--- config.mk ---
export PLATFORM = sky130hd
export DESIGN_NAME = microcode_sequencer_flat
export DESIGN_NICKNAME = d
export VERILOG_FILES = /design/src/rtl/microcode_sequencer_if.sv /design/src/rtl/microcode_sequencer.sv /design/src/flat_wrapper.sv
export SDC_FILE = /design/constraint.sdc
export NUM_CORES = 1
export LEC_CHECK = 0
export ABC_AREA = 1
export ABC_CLOCK_PERIOD_IN_PS = 2300
export BUFFER_PORTS_ARGS = -buffer_cell sky130_fd_sc_hd__buf_4
export CAP_MARGIN = 20
export CORE_MARGIN = 8
export CORE_UTILIZATION = 50
export DETAILED_ROUTE_END_ITERATION = 6
export PLACE_DENSITY = 0.79
export SYNTH_ARGS = -nofsm -noshare
export SYNTH_HDL_FRONTEND = slang
export SYNTH_SLANG_ARGS = --single-unit
--- constraint.sdc ---
create_clock -name clk -period 2.3 [get_ports clk]
set_input_delay 0.345 -clock clk [delete_from_list [all_inputs] [get_ports clk]]
set_output_delay 0.345 -clock clk [all_outputs]
set_load 0.05 [all_outputs]
--- src/rtl/microcode_sequencer_if.sv ---
// microcode_sequencer_if: fetch-side handshake and decode-control bundle for the microcode sequencer.
//   master (fetch / stimulus): drives instr, instr_valid, stall, zero; observes ready and controls.
//   slave (sequencer): observes instr, instr_valid, stall, zero; drives instr_ready and all controls.
interface microcode_sequencer_if #(
    parameter int DW  = 4,
    parameter int OPW = 4,
    parameter int RW  = 4,
    parameter int AW  = 4
);
    logic [OPW+DW-1:0] instr;
    logic              instr_valid;
    logic              instr_ready;
    logic              stall;
    logic              zero;
    logic [RW-1:0]     instr_r;
    logic [AW-1:0]     instr_a;
    logic [DW-1:0]     imm;
    logic              imm_oe;
    logic              mem_rd;
    logic              pc_load;
    logic              illegal;
    modport master (
        output instr, instr_valid, stall, zero,
        input  instr_ready, instr_r, instr_a, imm, imm_oe, mem_rd, pc_load, illegal
    );
    modport slave (
        input  instr, instr_valid, stall, zero,
        output instr_ready, instr_r, instr_a, imm, imm_oe, mem_rd, pc_load, illegal
    );
endinterface

--- src/rtl/microcode_sequencer.sv ---
// microcode_sequencer: expands each accepted instruction into 1-2 registered micro-steps of decode controls.
//   clk   : rising-edge clock
//   rst_n : asynchronous active-low reset
//   bus   : slave side of microcode_sequencer_if (instr/valid/ready handshake, stall, zero flag,
//           instr_r, instr_a, imm, imm_oe, mem_rd, pc_load, sticky illegal)
module microcode_sequencer #(
    parameter int DW  = 4,
    parameter int OPW = 4,
    parameter int RW  = 4,
    parameter int AW  = 4
) (
    input  logic                  clk,
    input  logic                  rst_n,
    microcode_sequencer_if.slave  bus
);
    typedef enum logic {IDLE, EXEC} state_t;
    typedef struct packed {
        logic          two;
        logic [RW-1:0] r;
        logic [AW-1:0] a;
        logic [DW-1:0] imm;
        logic          imm_oe;
        logic          mem_rd;
        logic          pc_load;
    } ctl_t;
    state_t         state_q;
    logic           step_q;
    logic           illegal_q;
    logic [OPW-1:0] op_q;
    logic [DW-1:0]  v_q;
    ctl_t           ctl_q;
    ctl_t           ctl0_d;
    ctl_t           ctl1_d;
    logic           last;
    logic           accept;
    logic [OPW-1:0] op_in;
    logic [DW-1:0]  v_in;
    // Any opcode bit above bit 3 is illegal regardless of the low nibble.
    function automatic logic is_legal(input logic [OPW-1:0] op);
        logic [3:0] lo;
        lo = op[3:0];
        return ((op >> 4) == '0) && (lo inside {4'h0, 4'h2, 4'h3, 4'h4, 4'h6, 4'h7, 4'hB, 4'hF});
    endfunction
    // Controls for one micro-step; 'two' marks instructions that need a second step.
    function automatic ctl_t decode(input logic [OPW-1:0] op, input logic [DW-1:0] v,
                                    input logic st, input logic z);
        ctl_t       c;
        logic [3:0] lo;
        c  = '0;
        lo = op[3:0];
        if (is_legal(op)) begin
            case (lo)
                4'h0: begin
                    if (v[DW-1]) begin
                        c.two = 1'b1;
                        if (st) c.r = RW'(4);
                        else    c.a = AW'(v);
                    end else begin
                        c.r = RW'({1'b1, v[2:0]});
                    end
                end
                4'h2, 4'h4, 4'h6: begin
                    c.imm    = v;
                    c.imm_oe = 1'b1;
                    c.r      = RW'(lo[3:1]);
                end
                4'h3: begin
                    c.imm     = v;
                    c.pc_load = ~z;
                end
                4'h7: begin
                    c.imm     = v;
                    c.pc_load = 1'b1;
                end
                4'hB, 4'hF: begin
                    c.two = 1'b1;
                    if (st) begin
                        c.r = (lo == 4'hB) ? RW'(1) : RW'(4);
                    end else begin
                        c.imm    = v;
                        c.mem_rd = 1'b1;
                    end
                end
                default: c = '0;
            endcase
        end
        return c;
    endfunction
    assign op_in           = bus.instr[OPW+DW-1:DW];
    assign v_in            = bus.instr[DW-1:0];
    assign last            = step_q | ~ctl_q.two;
    assign bus.instr_ready = (state_q == IDLE) | ((state_q == EXEC) & last & ~bus.stall);
    assign accept          = bus.instr_valid & bus.instr_ready;
    // zero is captured only on the accepting edge, so a stalled JNZ keeps its decision.
    assign ctl0_d          = decode(op_in, v_in, 1'b0, bus.zero);
    assign ctl1_d          = decode(op_q, v_q, 1'b1, 1'b0);
    always_ff @(posedge clk or negedge rst_n) begin
        if (!rst_n) begin
            state_q   <= IDLE;
            step_q    <= 1'b0;
            ctl_q     <= '0;
            op_q      <= '0;
            v_q       <= '0;
            illegal_q <= 1'b0;
        end else if (!((state_q == EXEC) && bus.stall)) begin
            if (accept) begin
                state_q   <= EXEC;
                step_q    <= 1'b0;
                op_q      <= op_in;
                v_q       <= v_in;
                ctl_q     <= ctl0_d;
                illegal_q <= illegal_q | ~is_legal(op_in);
            end else if ((state_q == EXEC) && !last) begin
                step_q <= 1'b1;
                ctl_q  <= ctl1_d;
            end else begin
                state_q <= IDLE;
                step_q  <= 1'b0;
                ctl_q   <= '0;
            end
        end
    end
    assign bus.instr_r = ctl_q.r;
    assign bus.instr_a = ctl_q.a;
    assign bus.imm     = ctl_q.imm;
    assign bus.imm_oe  = ctl_q.imm_oe;
    assign bus.mem_rd  = ctl_q.mem_rd;
    assign bus.pc_load = ctl_q.pc_load;
    assign bus.illegal = illegal_q;
endmodule
--- src/flat_wrapper.sv ---
// flat-port wrapper written by rule: the top's interface ports become plain ports
module microcode_sequencer_flat 
#(
    parameter int DW  = 4,
    parameter int OPW = 4,
    parameter int RW  = 4,
    parameter int AW  = 4
)
  (clk, rst_n, bus_instr, bus_instr_valid, bus_stall, bus_zero, bus_instr_ready, bus_instr_r, bus_instr_a, bus_imm, bus_imm_oe, bus_mem_rd, bus_pc_load, bus_illegal);
  microcode_sequencer_if #(.DW(DW), .OPW(OPW), .RW(RW), .AW(AW)) bus_i ();
  input  logic clk;
  input  logic rst_n;
  input wire logic [$bits(bus_i.instr)-1:0] bus_instr;
  input wire logic [$bits(bus_i.instr_valid)-1:0] bus_instr_valid;
  input wire logic [$bits(bus_i.stall)-1:0] bus_stall;
  input wire logic [$bits(bus_i.zero)-1:0] bus_zero;
  output wire logic [$bits(bus_i.instr_ready)-1:0] bus_instr_ready;
  output wire logic [$bits(bus_i.instr_r)-1:0] bus_instr_r;
  output wire logic [$bits(bus_i.instr_a)-1:0] bus_instr_a;
  output wire logic [$bits(bus_i.imm)-1:0] bus_imm;
  output wire logic [$bits(bus_i.imm_oe)-1:0] bus_imm_oe;
  output wire logic [$bits(bus_i.mem_rd)-1:0] bus_mem_rd;
  output wire logic [$bits(bus_i.pc_load)-1:0] bus_pc_load;
  output wire logic [$bits(bus_i.illegal)-1:0] bus_illegal;
  assign bus_i.instr = bus_instr;
  assign bus_i.instr_valid = bus_instr_valid;
  assign bus_i.stall = bus_stall;
  assign bus_i.zero = bus_zero;
  assign bus_instr_ready = bus_i.instr_ready;
  assign bus_instr_r = bus_i.instr_r;
  assign bus_instr_a = bus_i.instr_a;
  assign bus_imm = bus_i.imm;
  assign bus_imm_oe = bus_i.imm_oe;
  assign bus_mem_rd = bus_i.mem_rd;
  assign bus_pc_load = bus_i.pc_load;
  assign bus_illegal = bus_i.illegal;
  microcode_sequencer #(.DW(DW), .OPW(OPW), .RW(RW), .AW(AW)) u_core (.clk(clk), .rst_n(rst_n), .bus(bus_i));
endmodule
==> Word-level counts from Yosys, hierarchy flattened <==
Cells that the tools add are included.
{ "word_totals": {"output_inout_bits": 17, "input_bits": 13, "register_bits": 27} }
{ "op_classes": {"n_eq_ne": 15, "reduce_logical": 16, "mux": 26, "bitwise": 12} }
{ "ops": {"columns": ["operator", "count"], "rows": [
  ["2-to-1 mux 16 bit", 4],
  ["equality test 4 x 3 -> 1 bit, second input constant", 6],
  ["2-to-1 mux 4 bit", 6],
  ["equality test 4 x 2 -> 1 bit, second input constant", 4],
  ["equality test 4 bit, second input constant", 4],
  ["nonzero test 8 bit", 2],
  ["case mux 4 bit (3 select lines)", 1],
  ["2-to-1 mux 1 bit", 10],
  ["logical NOT 4 bit", 2],
  ["case mux 4 bit (2 select lines)", 1],
  ["OR reduction 7 bit", 1],
  ["inverter 1 bit", 6],
  ["case mux 1 bit (2 select lines)", 3],
  ["OR reduction 2 bit", 3],
  ["OR reduction 3 bit", 2],
  ["OR reduction 5 bit", 1],
  ["AND reduction 2 bit", 2],
  ["AND 1 bit", 3],
  ["2-to-1 mux 3 bit", 1],
  ["bitwise OR 1 bit", 3],
  ["logical AND 1 bit", 2],
  ["inequality test 2 x 1 -> 1 bit, second input constant", 1],
  ["logical NOT 1 bit", 1]
]} }

==> Logic depth before layout (Yosys ltp) <==
Gate-level depths: netlist (run 1).
{ "depth": {"ltp_word": 8, "mapped_depth": 8, "mapped_depth_nobuf": 8} }

==> Worst setup path before layout (run 1) <==
No wires, ideal clock.
{ "synth_path": {"path_kind": "flip-flop to output port", "start": "register u_core.state_q", "end": "output bus_instr_ready", "path_buffers": 0, "required_time_ns": 1.955, "path_slack_ns": 1.022, "stages_incl_launch_ff": 4, "t_arrival_ns": 0.933, "path_cell_list": "dfrtp_1 nand2_4 nand2_2 inv_1"} }
{ "synth_between": {"elab_chain_cells": 3, "elab_cells_between_ends": 4} }
{ "synth_lines": {"columns": ["element", "line_no", "source"], "rows": [
  ["from (decl)", "microcode_sequencer.sv:26", "state_t state_q;"],
  ["from (signal assigned)", "microcode_sequencer.sv:99", "state_q <= IDLE;"],
  ["from (signal assigned)", "microcode_sequencer.sv:107", "state_q <= EXEC;"],
  ["from (signal assigned)", "microcode_sequencer.sv:117", "state_q <= IDLE;"],
  ["AND 1 bit (2 in series)", "microcode_sequencer.sv:92", "assign bus.instr_ready = (state_q == IDLE) | ((state_q == EXEC) & last & ~bus.stall);"],
  ["bitwise OR 1 bit *", "microcode_sequencer.sv:92", null],
  ["to (decl)", "flat_wrapper.sv:17", "output wire logic [$bits(bus_i.instr_ready)-1:0] bus_instr_ready;"]
]} }
Mark *: on every way between the ends. The rest lies on a longest branch, timed or not.

==> Worst setup path in the final report (run 1) <==
Ends and elaborated chain as after synthesis.

==> results.py, run 1 <==
metrics = {
    "synth": {
        "synth-seq-cells": 27,
        "yosys_warnings": 0,
        "seq_area_frac_synth_pct": 45.3,
        "synth.most_common_cell": "nand2_1",
        "yosysTopAreaCellShare_pct": 45.3,
        "netlist_instances": 196,
        "synth_nets": 209,
        "avgSynthCellArea_um2": 7.60,
        "synth_ff_type": "dfrtp_1",
        "synth.distinct_cells": 22,
        "yosys.area.top_type": "dfrtp_1",
        "netlist_area_um2": 1490,
        "synth_common_cells": "nand2_1, dfrtp_1, nand3_1",
        "synth_area_leaders": "dfrtp_1, nand2_1, nand3_1",
        "async_reset_ff_share_pct": 100,
        "synth_edf_count": 0,
    },
    "detailed_routing": {
        "wirelength_um": 3230,
        "first_pass_iters": 4,
        "drtIter0Drc": 53,
        "vias": 1310,
        "viasPerCell": 5.30,
        "ant_nets": 0,
        "post-route-drc-count": 0,
        "wl_per_cell_um": 13.1,
    },
    "timing": {
        "fin_crit_ps": 1720,
        "relSlewSlack_pct": 68.2,
        "rsz0062_at_grt": "false",
        "tightestPinTransition_ps": 476,
        "tns_ps": 0,
        "period_share_pct": 74.9,
        "clock_skew_ps": 3.70,
        "setup_violations": 0,
        "max_freq_mhz": 580,
        "layout_setup_ws_ps": 577,
        "fin_hold_ws_ps": 244,
        "report.final.slew_viol_count": 0,
        "finalHoldViolCount": 0,
    },
    "critical_path": {
        "critPathKind": "flop to output port",
        "endpoint_kind": "output port",
        "ff2ff_setup_slack_ps": 740,
        "critPathLaunchType": "flop",
        "critPathArrivalTime_ps": 1380,
        "crit_chain": "nand2_4 > nand2_2 > inv_1 > buf_4",
        "slowest_delay_ps": 450,
        "ff2ff_path_depth": 5,
        "worstPathRequired_ps": 1960,
        "r2r-end": "u_core.bus.imm[1]$_DFFE_PN0N_",
        "worstSetupEndpoint": "bus_instr_ready",
        "rr_startpoint": "u_core.state_q$_DFFE_PN0P_",
        "crit_fanout": 17,
        "crit_slowest_cell": "dfrtp_1",
        "cp-startpoint": "u_core.state_q$_DFFE_PN0P_",
    },
    "global_routing": {
        "antenna_found_initial": 0,
        "grt_pass1_wl_um": 5640,
        "grt_overflow": 0,
        "grt_max_degree": 28,
        "grt_pass1_vias": 1252,
        "track_usage_pct": 13.8,
    },
    "finish": {
        "final-seq-area_um2": 676,
        "nets": 228,
        "fin_cells": 247,
        "final_layout_size_suffix_gt1_share_pct": 19.2,
        "fin_area_um2": 1670,
        "multi_input_area_um2": 639,
        "utilization_pct": 56.6,
        "nFillCells": 308,
        "synthToLayoutAreaGrowth_pct": 12.2,
        "antenna_cells": 0,
    },
    "placed_design": {
        "placed_area_um2": 1630,
        "place_ws_ps": 779,
        "dp.cells": 242,
        "gp_congestion": 0.923,
        "hpwl_um": 2470,
        "port_buffers": 29,
    },
    "clock_tree": {
        "clkTransAtPathRegs_ps": 140,
        "clkLatencyLatePin_ps": 330,
        "clockBufferDepth": 2,
        "cts_resized": 0,
        "htree_levels": 1,
        "cts.sinks": 27,
        "cts_setup_buffers": 0,
        "cts_root_buf": "clkbuf_4",
        "cts_buffers": 3,
        "cts_tree": "yes",
    },
    "power_and_ir_drop": {
        "irDropWorstVdd_v": 0.000313,
        "total_power_mw": 1.00,
        "p_leak_nw": 0.880,
        "power_density_nw_per_um2": 599,
    },
    "run_status": {
        "status": "finished, final reports clean",
    },
    "hold_path": {
        "hold_class": "primary input to flop",
        "hold_start": "bus_instr_valid",
        "holdPathStages": 3,
    },
    "die": {
        "coreArea_um2": 2950,
        "dieHeight_um": 70.6,
        "ioPinCount": 30,
        "fp.dieW_um": 70.6,
        "die_area_um2": 4980,
        "start_util_pct": 50.5,
        "core.rowCount": 20,
    },
    "job": {
        "maxCapViolCount": 0,
    },
}
-- layout make-up --
| class | count | share of cell area, % |
|---|---|---|
| sequential | 27 | 40.4 |
| tap | 33 | 2.47 |
| inverter | 16 | 3.59 |
| clock buffer | 3 | 1.35 |
| clock inverter | 1 | 0.299 |
| timing repair buffer | 30 | 13.6 |
| multi-input combinational | 137 | 38.2 |
-- flip-flops by register name (all words and copies together), names as in the netlist --
name	cells
u_core.bus.imm	4
u_core.bus.instr_a	4
u_core.bus.instr_r	4
u_core.op_q	4
u_core.v_q	4
u_core.bus.illegal	1
u_core.bus.imm_oe	1
u_core.bus.mem_rd	1
u_core.bus.pc_load	1
u_core.ctl_q	1
u_core.state_q	1
u_core.step_q	1
-- metal layers --
| metal | track usage, % | wire (um) | vias to the layer above |
|---|---|---|---|
| met5 | 0 | 0 | - |
| met4 | 7.62 | 51 | 0 |
| met3 | 3.11 | 205 | 5 |
| met2 | 20.2 | 1400 | 45 |
| met1 | 18.2 | 1570 | 603 |
| li1 | - | - | 657 |
-- power by group --
| part | total [mW] | switching [mW] | internal [mW] |
|---|---|---|---|
| clock network | 0.209 | 0.143 | 0.0654 |
| registers | 0.548 | 0.0362 | 0.512 |
| logic | 0.244 | 0.169 | 0.0753 |
| total | 1.00 | 0.349 | 0.652 |
-- timing repair --
item | CTS | global route
hold endpoints to repair | 27 | 0
hold buffers | 1 | 0
endpoints found under the setup margin | 0 | 0
-- how the worst min path moves through the flow --
stage                                              endpoint  slack (ps)
after floorplan              u_core.bus.illegal$_DFFE_PN0P_          50
after global placement    u_core.bus.instr_a[1]$_DFFE_PN0N_         270
after detailed placement  u_core.bus.instr_a[1]$_DFFE_PN0N_         280
after CTS                        u_core.state_q$_DFFE_PN0P_         240
after global routing             u_core.state_q$_DFFE_PN0P_         250
final                            u_core.state_q$_DFFE_PN0P_         240
-- logic make-up (layout without fill, tap and decap cells) --
logic type,Yosys count,count (layout),synth area share [%]
flip-flops,27,27,45.3
buffers and inverters,32,50,11.8
AO/OA/AOI/OAI,28,28,10.3
AND/OR/NAND/NOR,109,109,32.6
-- critical path: cells and delay by family (launching register included) --
kind	cells	cell delay (ps)
buffers and inverters	2	300
DFF	1	450
and+or+nand+nor	2	290
-- layout by cell type, fill, tap and decap left out, drive strengths merged --
cell	instances
a21oi	1
nand3	22
dfrtp	27
o22ai	1
dlygate4sd3	1
o21bai	1
clkinv	1
nor2	11
inv	16
nand4	3
o21ai	23
buf	29
a31oi	2
nand3b	1
nand2	72
clkbuf	3
Power figures use the tool's default switching activity.
==> run 2: changes to the inputs <==
--- a/config.mk
+++ b/config.mk
@@ -5,8 +5,8 @@
 export SDC_FILE = /design/constraint.sdc
 export NUM_CORES = 1
 export LEC_CHECK = 0
-export ABC_AREA = 1
-export ABC_CLOCK_PERIOD_IN_PS = 2300
+export ABC_AREA = 0
+export ABC_CLOCK_PERIOD_IN_PS = 1700
 export BUFFER_PORTS_ARGS = -buffer_cell sky130_fd_sc_hd__buf_4
 export CAP_MARGIN = 20
 export CORE_MARGIN = 8
==> constraint.sdc (replaced) <==
create_clock -name clk -period 1.7 [get_ports clk]
set_input_delay 0.255 -clock clk [delete_from_list [all_inputs] [get_ports clk]]
set_output_delay 0.255 -clock clk [all_outputs]
set_load 0.05 [all_outputs]
==> run 2 against run 1 <==
  * Clock skew rose by 1.6 ps
  * Core utilization rose by 3.8 points
  * Cell count fell by 22%
  * Critical path depth fell by 1
  * Count of clock-buffer cells in the layout did not move
  * Register-to-register slack got worse by 610 ps
  * Clock power rose by 38%
  * Die area fell by 1.8%
  * Total power rose by 71%
  * Setup slack got worse by 510 ps
  * Largest power group unchanged
==> results.py, run 2 <==
metrics = {
    "run_status": {
        "status": "finished, final reports clean",
    },
    "hold_path": {
        "hold_start": "bus_instr_valid",
        "hold_class": "primary input to flop",
    },
    "detailed_routing": {
        "met1_length_um": 1490,
        "ant_nets": 0,
        "met2_length_um": 1630,
        "wirelength_um": 3390,
        "dr_wl_met3_um": 193,
        "post-route-drc-count": 0,
        "first_pass_iters": 4,
        "vias": 1176,
        "wl_per_cell_um": 17.7,
        "drtIter0Drc": 61,
        "top_layer": "met4",
        "viasPerCell": 6.13,
    },
    "clock_tree": {
        "cts_root_buf": "clkbuf_4",
        "cts.sinks": 27,
        "clkTransAtPathRegs_ps": 150,
        "cts_tree": "yes",
        "cts_buffers": 3,
        "htree_levels": 1,
        "clkLatencyLatePin_ps": 330,
        "clockBufferDepth": 2,
    },
    "synth": {
        "yosys.area.top_type": "dfrtp_1",
        "synth_edf_count": 0,
        "seq_area_frac_synth_pct": 46.4,
        "netlist_area_um2": 1460,
        "synth.distinct_cells": 41,
        "netlist_instances": 143,
        "synth_common_cells": "dfrtp_1, buf_4, nor2_1",
        "synth_nets": 156,
        "synth-seq-cells": 27,
        "avgSynthCellArea_um2": 10.2,
        "async_reset_ff_share_pct": 100,
        "yosys_warnings": 0,
        "synth_ff_type": "dfrtp_1",
        "yosysTopAreaCellShare_pct": 46.4,
        "synth_area_leaders": "dfrtp_1, buf_4, mux2_2",
        "synth.most_common_cell": "dfrtp_1",
    },
    "die": {
        "dieHeight_um": 69.9,
        "ioPinCount": 30,
        "fp.dieW_um": 69.9,
        "die_area_um2": 4890,
        "core.rowCount": 19,
        "start_util_pct": 52.8,
        "coreArea_um2": 2760,
    },
    "global_routing": {
        "grt_overflow": 0,
        "grt_max_degree": 28,
        "track_usage_pct": 14.0,
        "antenna_found_initial": 0,
        "grt_pass1_wl_um": 5860,
        "grt_pass1_vias": 1200,
    },
    "power_and_ir_drop": {
        "p_sw_share_pct": 38.8,
        "p_leak_nw": 0.777,
        "irDropWorstVdd_v": 0.000691,
        "total_power_mw": 1.72,
        "p_seq_share_pct": 49.9,
        "combPwrFrac_pct": 33.3,
        "clock_power_share_pct": 16.8,
        "power_density_nw_per_um2": 1030,
        "power_switching_mw": 0.666,
        "p_int_mw": 1.05,
    },
    "timing": {
        "tightestPinTransition_ps": 430,
        "setup_violations": 0,
        "period_share_pct": 96.3,
        "max_freq_mhz": 611,
        "report.final.slew_viol_count": 0,
        "clock_skew_ps": 5.35,
        "rsz0062_at_grt": "true",
        "fin_crit_ps": 1640,
        "finalHoldViolCount": 0,
        "relSlewSlack_pct": 71.1,
    },
    "placed_design": {
        "gp_congestion": 0.926,
        "port_buffers": 29,
        "hpwl_um": 2540,
        "dp.cells": 186,
    },
    "critical_path": {
        "critPathArrivalTime_ps": 1380,
        "crit_fanout": 9,
        "cp-startpoint": "u_core.state_q$_DFFE_PN0P_",
        "critPathKind": "flop to output port",
        "rr_startpoint": "u_core.state_q$_DFFE_PN0P_",
        "critPathLaunchType": "flop",
        "endpoint_kind": "output port",
        "worstPathRequired_ps": 1440,
    },
    "finish": {
        "utilization_pct": 60.4,
        "nets": 175,
        "antenna_cells": 0,
        "layout_common_cells": "buf_4, dfrtp_1, nor2_1",
        "nFillCells": 241,
        "synthToLayoutAreaGrowth_pct": 14.5,
        "final_layout_size_suffix_gt1_share_pct": 33.5,
        "multi_input_area_um2": 639,
        "final-seq-area_um2": 677,
        "fin_cells": 192,
        "layout_commonest_cell": "buf_4",
    },
    "job": {
        "maxCapViolCount": 0,
    },
}
-- run 2: final cells by class --
cell class / count / share of cell area (%)
Clock buffer: 3 / 1.35
Clock inverter: 1 / 0.300
Inverter: 4 / 0.901
Multi-Input combinational cell: 91 / 38.4
Sequential cell: 27 / 40.6
Tap cell: 31 / 2.33
Timing Repair Buffer: 35 / 16.1
-- run 2: metal layers --
metal	up-vias	track usage (%)
li1	544	-
met1	574	18.2
met2	50	22.0
met3	8	2.97
met4	0	5.58
met5	-	0
-- run 2: what timing repair did --
item | in CTS | in global routing
endpoints found under the setup margin | 1 | 5
setup buffers | 0 | 1
endpoints found under the hold margin | 27 | 0
resized for setup | 2 | 3
hold buffers | 1 | 0
-- run 2: worst max-delay path: stages, from the launching register on --
cell and delay [ps]:
dfrtp_2 490, and2_2 280, nor2_2 120, buf_6 170
-- run 2: cells by family (layout without fill, tap and decap cells) --
kind of cell / count (synthesis) / count (layout) / share of synthesized area (%)
buffers and inverters: 25 / 43 / 10.4
muxes: 6 / 6 / 4.64
DFF: 27 / 27 / 46.4
AOI/OAI and AO/OA: 39 / 39 / 18.6
and+or+nand+nor: 46 / 46 / 19.9
-- run 2: final timing paths --
| check | end | slack, ps | depth (start not counted) |
|---|---|---|---|
| worst max-delay path | bus_instr_ready | 60 | 3 |
| worst min-delay path | u_core.state_q$_DFFE_PN0P_ | 160 | 2 |
| worst max register to register | u_core.bus.imm_oe$_DFFE_PN0N_ | 130 | 4 |
| worst min register to register | u_core.bus.instr_a[3]$_DFFE_PN0N_ | 500 | 1 |
| max in group asynchronous | u_core.state_q$_DFFE_PN0P_ | 1070 | 2 |
| min in group asynchronous | u_core.bus.illegal$_DFFE_PN0P_ | 350 | 2 |
-- run 2: stage by stage --
stage          TNS [ps]  setup WS [ps]  hold WS [ps]  area, um2
2_1_floorplan         0            144         -40.6       1460
3_3_place_gp          0            155           178       1610
3_5_place_dp          0           52.3           189       1610
4_1_cts               0           15.6           156       1650
5_1_grt           -2.29          -2.29           143       1670
6_report              0           63.4           156       1670
-- run 2: power by group through the flow --
stage	sequential [mW]	clock [mW]	combinational [mW]
2_1_floorplan	0.834	0	0.434
3_3_place_gp	0.856	0	0.548
3_5_place_dp	0.865	0	0.559
4_1_cts	0.852	0.287	0.564
5_1_grt	0.870	0.311	0.622
6_report	0.856	0.288	0.572
==> run 3: changes to the inputs <==
--- a/config.mk
+++ b/config.mk
@@ -9,7 +9,7 @@
 export ABC_CLOCK_PERIOD_IN_PS = 1700
 export BUFFER_PORTS_ARGS = -buffer_cell sky130_fd_sc_hd__buf_4
 export CAP_MARGIN = 20
-export CORE_MARGIN = 8
+export CORE_ASPECT_RATIO = 1.2
 export CORE_UTILIZATION = 50
 export DETAILED_ROUTE_END_ITERATION = 6
 export PLACE_DENSITY = 0.79
==> run 3 against run 2 <==
  * Critical path depth unchanged
  * Cell count rose by 3.1%
  * Sequential cell count is the same
  * Fmax rose by 0.71%
  * Via count increased by 0.17%
  * Setup slack improved by 12 ps
  * Clock skew increased by 7.2 ps
  * Core utilization fell by 0.058 points
  * Count of clock-buffer cells in the layout unchanged
  * Clock power down 3%
==> results.py, run 3 (synthesis results as in run 2) <==
metrics = {
    "finish": {
        "nets": 178,
        "final-seq-area_um2": 677,
        "antenna_cells": 0,
        "multi_input_area_um2": 632,
        "layout_common_cells": "buf_4, dfrtp_1, nor2_1",
        "utilization_pct": 60.4,
        "synthToLayoutAreaGrowth_pct": 15.6,
        "final_layout_size_suffix_gt1_share_pct": 33.5,
        "fin_cells": 198,
        "nFillCells": 238,
        "layout_commonest_cell": "buf_4",
    },
    "critical_path": {
        "endpoint_kind": "output port",
        "cp-startpoint": "u_core.state_q$_DFFE_PN0P_",
        "rr_startpoint": "u_core.state_q$_DFFE_PN0P_",
        "worstPathRequired_ps": 1440,
        "critPathArrivalTime_ps": 1370,
        "critPathKind": "flop to output port",
        "crit_fanout": 7,
        "critPathLaunchType": "flop",
    },
    "timing": {
        "fin_hold_ws_ps": 162,
        "fin_crit_ps": 1620,
        "clock_skew_ps": 12.6,
        "period_share_pct": 95.6,
        "max_freq_mhz": 615,
        "rsz0062_at_grt": "false",
        "finalHoldViolCount": 0,
        "tightestPinTransition_ps": 623,
        "setup_violations": 0,
        "report.final.slew_viol_count": 0,
        "relSlewSlack_pct": 58.1,
        "tns_ps": 0,
    },
    "detailed_routing": {
        "ant_nets": 0,
        "vias": 1178,
        "wl_per_cell_um": 15.6,
        "drtIter0Drc": 44,
        "wirelength_um": 3090,
        "post-route-drc-count": 0,
        "viasPerCell": 5.95,
        "first_pass_iters": 4,
    },
    "die": {
        "dieHeight_um": 61.1,
        "fp.dieW_um": 51.2,
        "die_area_um2": 3130,
        "core.rowCount": 21,
        "coreArea_um2": 2790,
        "start_util_pct": 52.2,
        "ioPinCount": 30,
    },
    "placed_design": {
        "gp_congestion": 0.870,
        "port_buffers": 29,
        "dp.cells": 189,
        "hpwl_um": 2240,
    },
    "hold_path": {
        "hold_start": "bus_instr_valid",
        "hold_class": "primary input to flop",
    },
    "clock_tree": {
        "cts.sinks": 27,
        "cts_buffers": 3,
        "htree_levels": 1,
        "cts_tree": "yes",
        "clkTransAtPathRegs_ps": 130,
        "cts_root_buf": "clkbuf_4",
        "clockBufferDepth": 2,
        "clkLatencyLatePin_ps": 330,
    },
    "global_routing": {
        "grt_pass1_wl_um": 4860,
        "grt_overflow": 0,
        "grt_pass1_vias": 1025,
        "grt_max_degree": 28,
        "track_usage_pct": 21.1,
        "antenna_found_initial": 0,
    },
    "power_and_ir_drop": {
        "irDropWorstVdd_v": 0.000679,
        "total_power_mw": 1.71,
        "power_density_nw_per_um2": 1020,
        "p_leak_nw": 0.789,
    },
    "run_status": {
        "status": "finished, final reports clean",
    },
    "job": {
        "maxCapViolCount": 0,
    },
}
run 3: cell count changes in the layout (fill, tap and decap cells not counted):
cell | previous run | this run
nor4_2 | 2 | 1
buf_6 | 1 | 0
and3b_2 | 1 | 0
and3b_1 | 1 | 2
buf_4 | 33 | 37
nor4_1 | 2 | 3
run 3: report_power, final:
part	internal [mW]	total [mW]	switching, mW
registers	0.737	0.855	0.118
clock network	0.0883	0.278	0.189
logic	0.230	0.575	0.345
total	1.06	1.71	0.652
run 3: per-layer routing:
layer  track usage (%)  part of all wire (%)  vias to the layer above
li1                  -                     -                      555
met1              28.1                    45                      564
met2              34.0                    48                       55
met3              2.96                   6.1                        4
met4              10.8                  0.97                        0
met5                 0                     0                        -
run 3: worst paths after layout:
kind / endpoint / slack [ps] / cells past startpoint
worst max-delay path: bus_instr_ready / 80 / 3
worst min-delay path: u_core.state_q$_DFFE_PN0P_ / 160 / 2
worst max register to register: u_core.bus.imm[0]$_DFFE_PN0N_ / 120 / 3
worst min register to register: u_core.bus.illegal$_DFFE_PN0P_ / 500 / 1
max in group asynchronous: u_core.state_q$_DFFE_PN0P_ / 1080 / 2
min in group asynchronous: u_core.bus.imm[2]$_DFFE_PN0N_ / 350 / 2
run 3: worst max-delay path, stage by stage (launching register included):
cell and delay [ps]:
dfrtp_2 480, and3b_1 260, nor2_2 120, buf_4 200
run 3: through the flow:
| step | cell area [um2] | setup WS (ps) |
|---|---|---|
| 6_report | 1680 | 75.0 |
| 5_1_grt | 1680 | 4.15 |
| 4_1_cts | 1650 | 37.8 |
| 3_5_place_dp | 1610 | 80.0 |
| 3_3_place_gp | 1610 | 161 |
| 2_1_floorplan | 1460 | 144 |
run 3: final cells by class:
class,count,area share [%]
well taps,34,2.53
multi-input cells,91,37.6
inverters,4,0.893
clock inverters,1,0.298
repair buffers,38,17.1
clock buffers,3,1.34
flip-flops and latches,27,40.3
run 3: timing repair:
action | in CTS | in global routing
endpoints found under the setup margin | 1 | 6
setup buffers | 0 | 4
endpoints found under the hold margin | 27 | 0
hold buffers | 1 | 0
pin swaps | 0 | 1
cloned | 0 | 0
resized for setup | 2 | 0
